<file path="src/rtl/csr_master.sv">
// csr_master: host-side initiator for the individual CSR registers.
// Accepts one access at a time, pulses the addressed register's enable for a
// single cycle, captures the register's pre-update value and returns it.
//
// state   | meaning
// --------+------------------------------------------------------------
// IDLE    | ready for a request; latch it and decode the address
// ISSUE   | csr_en pulse to the addressed register (one cycle)
// CAPTURE | sample the register's old-value output into the response
// RESP    | response held until rsp_ready
module csr_master #(
    parameter int          NumCsr   = 4,
    parameter logic [11:0] BaseAddr = 12'h300
) (
    input  logic                   clk_i,
    input  logic                   reset_i,
    input  logic                   req_valid_i,
    output logic                   req_ready_o,
    input  logic [11:0]            req_addr_i,
    input  logic [2:0]             req_op_i,
    input  logic [31:0]            req_wdata_i,
    input  logic [4:0]             req_imm_i,
    output logic                   rsp_valid_o,
    input  logic                   rsp_ready_i,
    output logic [31:0]            rsp_rdata_o,
    output logic                   rsp_err_o,
    output logic [NumCsr-1:0]      csr_en_o,
    output logic [2:0]             csr_op_o,
    output logic [31:0]            csr_in_o,
    output logic [4:0]             csr_rs1_o,
    input  logic [NumCsr*32-1:0]   csr_old_i
);

    localparam logic [1:0] StIdle    = 2'd0;
    localparam logic [1:0] StIssue   = 2'd1;
    localparam logic [1:0] StCapture = 2'd2;
    localparam logic [1:0] StResp    = 2'd3;

    logic [1:0]  state_q, state_d;
    logic [3:0]  idx_q, idx_d;
    logic [2:0]  op_q, op_d;
    logic [31:0] wdata_q, wdata_d;
    logic [4:0]  imm_q, imm_d;
    logic [31:0] rdata_q, rdata_d;
    logic        err_q, err_d;

    logic [11:0] idx_full;
    logic        req_bad;
    logic [31:0] old_sel;

    // Addresses below BaseAddr wrap to large indices and fall out of range.
    assign idx_full = req_addr_i - BaseAddr;
    // Op encodings 000 and 100 are not CSR operations.
    assign req_bad  = (idx_full >= 12'(NumCsr)) || (req_op_i[1:0] == 2'b00);

    assign req_ready_o = (state_q == StIdle);
    assign rsp_valid_o = (state_q == StResp);
    assign rsp_rdata_o = rdata_q;
    assign rsp_err_o   = err_q;
    assign csr_op_o    = op_q;
    assign csr_in_o    = wdata_q;
    assign csr_rs1_o   = imm_q;

    // Select the addressed register's old-value output.
    always_comb begin
        old_sel = '0;
        for (int i = 0; i < NumCsr; i++) begin
            if (idx_q == 4'(i)) begin
                old_sel = csr_old_i[i*32 +: 32];
            end
        end
    end

    // One-hot enable, only while in ISSUE.
    always_comb begin
        csr_en_o = '0;
        if (state_q == StIssue) begin
            for (int i = 0; i < NumCsr; i++) begin
                csr_en_o[i] = (idx_q == 4'(i));
            end
        end
    end

    // Sequencing and request/response capture.
    always_comb begin
        state_d = state_q;
        idx_d   = idx_q;
        op_d    = op_q;
        wdata_d = wdata_q;
        imm_d   = imm_q;
        rdata_d = rdata_q;
        err_d   = err_q;
        case (state_q)
            StIdle: begin
                if (req_valid_i) begin
                    idx_d   = idx_full[3:0];
                    op_d    = req_op_i;
                    wdata_d = req_wdata_i;
                    imm_d   = req_imm_i;
                    if (req_bad) begin
                        rdata_d = '0;
                        err_d   = 1'b1;
                        state_d = StResp;
                    end else begin
                        state_d = StIssue;
                    end
                end
            end
            StIssue: begin
                state_d = StCapture;
            end
            StCapture: begin
                rdata_d = old_sel;
                err_d   = 1'b0;
                state_d = StResp;
            end
            StResp: begin
                if (rsp_ready_i) begin
                    state_d = StIdle;
                end
            end
            default: begin
                state_d = StIdle;
            end
        endcase
    end

    // State registers with synchronous active-low reset.
    always_ff @(posedge clk_i) begin
        if (!reset_i) begin
            state_q <= StIdle;
            idx_q   <= '0;
            op_q    <= '0;
            wdata_q <= '0;
            imm_q   <= '0;
            rdata_q <= '0;
            err_q   <= 1'b0;
        end else begin
            state_q <= state_d;
            idx_q   <= idx_d;
            op_q    <= op_d;
            wdata_q <= wdata_d;
            imm_q   <= imm_d;
            rdata_q <= rdata_d;
            err_q   <= err_d;
        end
    end

endmodule
</file>
<file path="config.mk">
export PLATFORM = sky130hd
export DESIGN_NAME = csr_master
export DESIGN_NICKNAME = d
export VERILOG_FILES = /design/src/rtl/csr_master.sv
export SDC_FILE = /design/constraint.sdc
export NUM_CORES = 1
export LEC_CHECK = 0
export ABC_AREA = 1
export CORE_ASPECT_RATIO = 1.1
export CORE_MARGIN = 4
export CORE_UTILIZATION = 30
export CTS_CLUSTER_DIAMETER = 60
export DETAILED_ROUTE_END_ITERATION = 10
export PLACE_DENSITY_LB_ADDON = 0.3
export SYNTH_ARGS = -nofsm -noshare
export SYNTH_HDL_FRONTEND = slang
export SYNTH_SLANG_ARGS = --single-unit
</file>
<file path="constraint.sdc">
create_clock -name clk_i -period 1.98 [get_ports clk_i]
set_input_delay 0.198 -clock clk_i [delete_from_list [all_inputs] [get_ports clk_i]]
set_output_delay 0.198 -clock clk_i [all_outputs]
set_load 0.005 [all_outputs]
</file>
==> flow_summary.toml <==
[floorplanning]
coreArea_mm2 = 0.01379
num_io_pins = 263
dieArea_mm2 = 0.01603
die_h_um = 132.4
rows = 45
die_w_um = 121.1
start_util = 0.3059

[min_path]
hp-start = "reset_i"
hold_path.class = "primary input to register"
whs_endpoint = "csr_in_o[11]"
hold_depth = 3

[setup_path]
arrival_ns = 1.61
worstRegToRegCells = 10
worstReg2RegEnd = "rsp_rdata_o[0]"
reg2reg_slack_ns = 0.21
endpoint_kind = "primary output"
critPathLaunchType = "register"
cp_max_fo = 4
r2r-start = "state_q[1]"
crit_type = "register to primary output"
required_ns = 1.78

[routing]
vias_per_cell = 4.710
wl_per_cell_um = 15.50
finalWirelength_um = 16750
final_antenna_net_count = 0
firstDrtPassIters = 4
vias = 5092
drt_iter0_markers = 176
drc_errors = 0

[placement]
dp_hpwl_um = 12800
port_buffers = 262
place.gp.congestion = 0.8198
dp_worst_setup_slack_ns = -0.1803

[clock_tree]
clk_latency_ns = 0.34
clock_sinks = 79
ctsHoldBuffers = 0
cts_buffers = 9
clockRootBuffer = "clkbuf_16"
clk_pin_slew_ns = 0.07
cts_tree = "yes"
cts_max_path_buffers = 2
htree_num_levels = 3

[synth]
yosysMostFrequentCell = "nor2_1"
synthArstFlopShare = 0
yosysWarnings = 0
ys_seq_area_frac = 0.3747
yosys_most_used_dff = "dfxtp_1"
syn_avg_cell_area_um2 = 6.563
synth_edf_count = 0
syn_area_mm2 = 0.004220
ys_ff_latch = 79
yosys-top-cells-area = "dfxtp_1 37%, nor2_1 16%, nand3_1 11%"
synthTopCellsByCount = "181 x nor2_1, 93 x nand3_1, 79 x dfxtp_1"
synth_top_area_share = 0.3747
synth_top_cell_by_area = "dfxtp_1"
syn-num-nets = 831
ys_types = 24
synth_cells = 643

[sta]
max_slew.worst_pin.slew_ns = 0.6850
slew_headroom = 0.5428
hold_viol = 0
fmax_mhz = 552.4
grt_setup_unrepaired = "false"
tns_ns = 0
clock_skew_ns = 0.008250
finalSetupViolations = 0
min_period_ns = 1.810
slew_violations = 0
timing.final.crit_share = 0.9143
setup_ws_ns = 0.1697

[pwr]
power_frac_clock = 0.203
leakage_nw = 2.916
total_power_w = 0.008835
power.internal_w = 0.005286
p_sw_frac = 0.4017
p_sw_w = 0.003549
ir_drop_mv = 0.5458
power_density_mw_per_mm2 = 1204
p_comb_frac = 0.532
pwr-share-seq = 0.266

[global_route]
grt_max_degree = 65
grt_pass1_wl_um = 25300
grt_pass1_vias = 4832
overflow = 0
grt_use_total = 0.1980
antenna_found_initial = 2

[finish]
layout-drive-gt1-share = 0.06719
nets = 1076
area_delta_synth_final_pct = 73.85
antennaDiodeCount = 0

[status]
status = "finished, final reports clean"

[run]
cap_violations = 0
logic make-up (layout without fill, tap and decap cells):
group                      count (synthesis)  after routing  share of synthesized area
AOI/OAI and AO/OA                        122            122                     0.1583
and+or+nand+nor                          362            363                     0.3656
DFF                                       79             79                     0.3747
adders and majority gates                  4              4                    0.01186
buffers and inverters                     76            325                    0.08953
area by class of cell:
class / instances / area, um2
Sequential cell: 79 / 1582
Fill cell: 1364 / 6457
Inverter: 26 / 105.1
Clock inverter: 7 / 97.59
Multi-Input combinational cell: 489 / 2285
Timing Repair Buffer: 283 / 2808
Clock buffer: 9 / 225.2
Tap cell: 188 / 235.2
worst max-delay path by stage:
stage                       start              end  cells past startpoint
floorplan              state_q[0]   rsp_rdata_o[1]                     11
global placement      req_op_i[1]  rsp_rdata_o[27]                      9
detailed placement  req_addr_i[2]  rsp_rdata_o[24]                      8
CTS                    state_q[1]   rsp_rdata_o[0]                     10
global route           state_q[1]   rsp_rdata_o[0]                     10
finish                 state_q[1]      req_ready_o                      4
layer usage:
layer  GRT usage  wire length, um  up-vias
met2      0.3367             7685      232
met5           0               27        -
met3     0.07940             2107       26
li1            -                -     2604
met1      0.2248             6586     2226
met4     0.06549              344        4
cell usage in the layout (no fill, tap or decap):
cell	count
clkdlybuf4s50_1	257
nand2_4	1
inv_1	17
nand3_1	93
a21oi_1	21
bufinv_16	2
nor3_1	1
ha_1	4
nor2_4	5
buf_2	1
buf_4	18
buf_12	3
o21ai_1	14
clkinvlp_4	5
or2_0	4
nor2_1	178
nor2_2	6
o211ai_1	16
o21ai_0	58
clkbuf_16	9
dlygate4sd2_1	4
a211oi_1	1
nand2_1	74
inv_8	1
nor2_8	1
a31oi_1	12
dfxtp_1	79
inv_2	8
registers in the layout (all words and copies together), names as in the netlist:
register and count:
csr_in_o 32, csr_op_o 3, csr_rs1_o 5, idx_q 4
rsp_err_o 1, rsp_rdata_o 32, state_q 2
worst max-delay path, cell delays in order (launching register included):
cell	delay (ns)
dfxtp_1	0.33
inv_1	0.08
ha_1	0.22
buf_4	0.15
clkdlybuf4s50_1	0.50
what timing repair did:
| item | in CTS | in global routing |
|---|---|---|
| pin swaps | 2 | 0 |
| gates cloned | 1 | 0 |
| buffers inserted | 0 | 0 |
| endpoints found under the setup margin | 32 | 28 |
| endpoints found under the hold margin | 0 | 0 |
| gates resized for setup | 8 | 1 |
power groups by stage:
stage          combinational, W  sequential [W]  clock (W)
2_1_floorplan           0.00262         0.00239          0
3_3_place_gp            0.00466         0.00237          0
3_5_place_dp            0.00467         0.00238          0
4_1_cts                 0.00474         0.00236    0.00183
5_1_grt                 0.00520         0.00241    0.00190
6_report                0.00470         0.00235    0.00179
stage by stage:
stage | std cells | hold slack [ns] | utilization | instance area, um2
floorplan | 643 | 0.3259 | - | 4220
global placement | 1064 | 0.4509 | 0.5069 | 6993
detailed placement | 1064 | 0.4559 | 0.5069 | 6993
CTS | 1081 | 0.2768 | 0.5317 | 7335
global route | 1081 | 0.3022 | 0.5319 | 7337
finish | 1081 | 0.2813 | 0.5319 | 7337
Power figures use the tool's default switching activity.
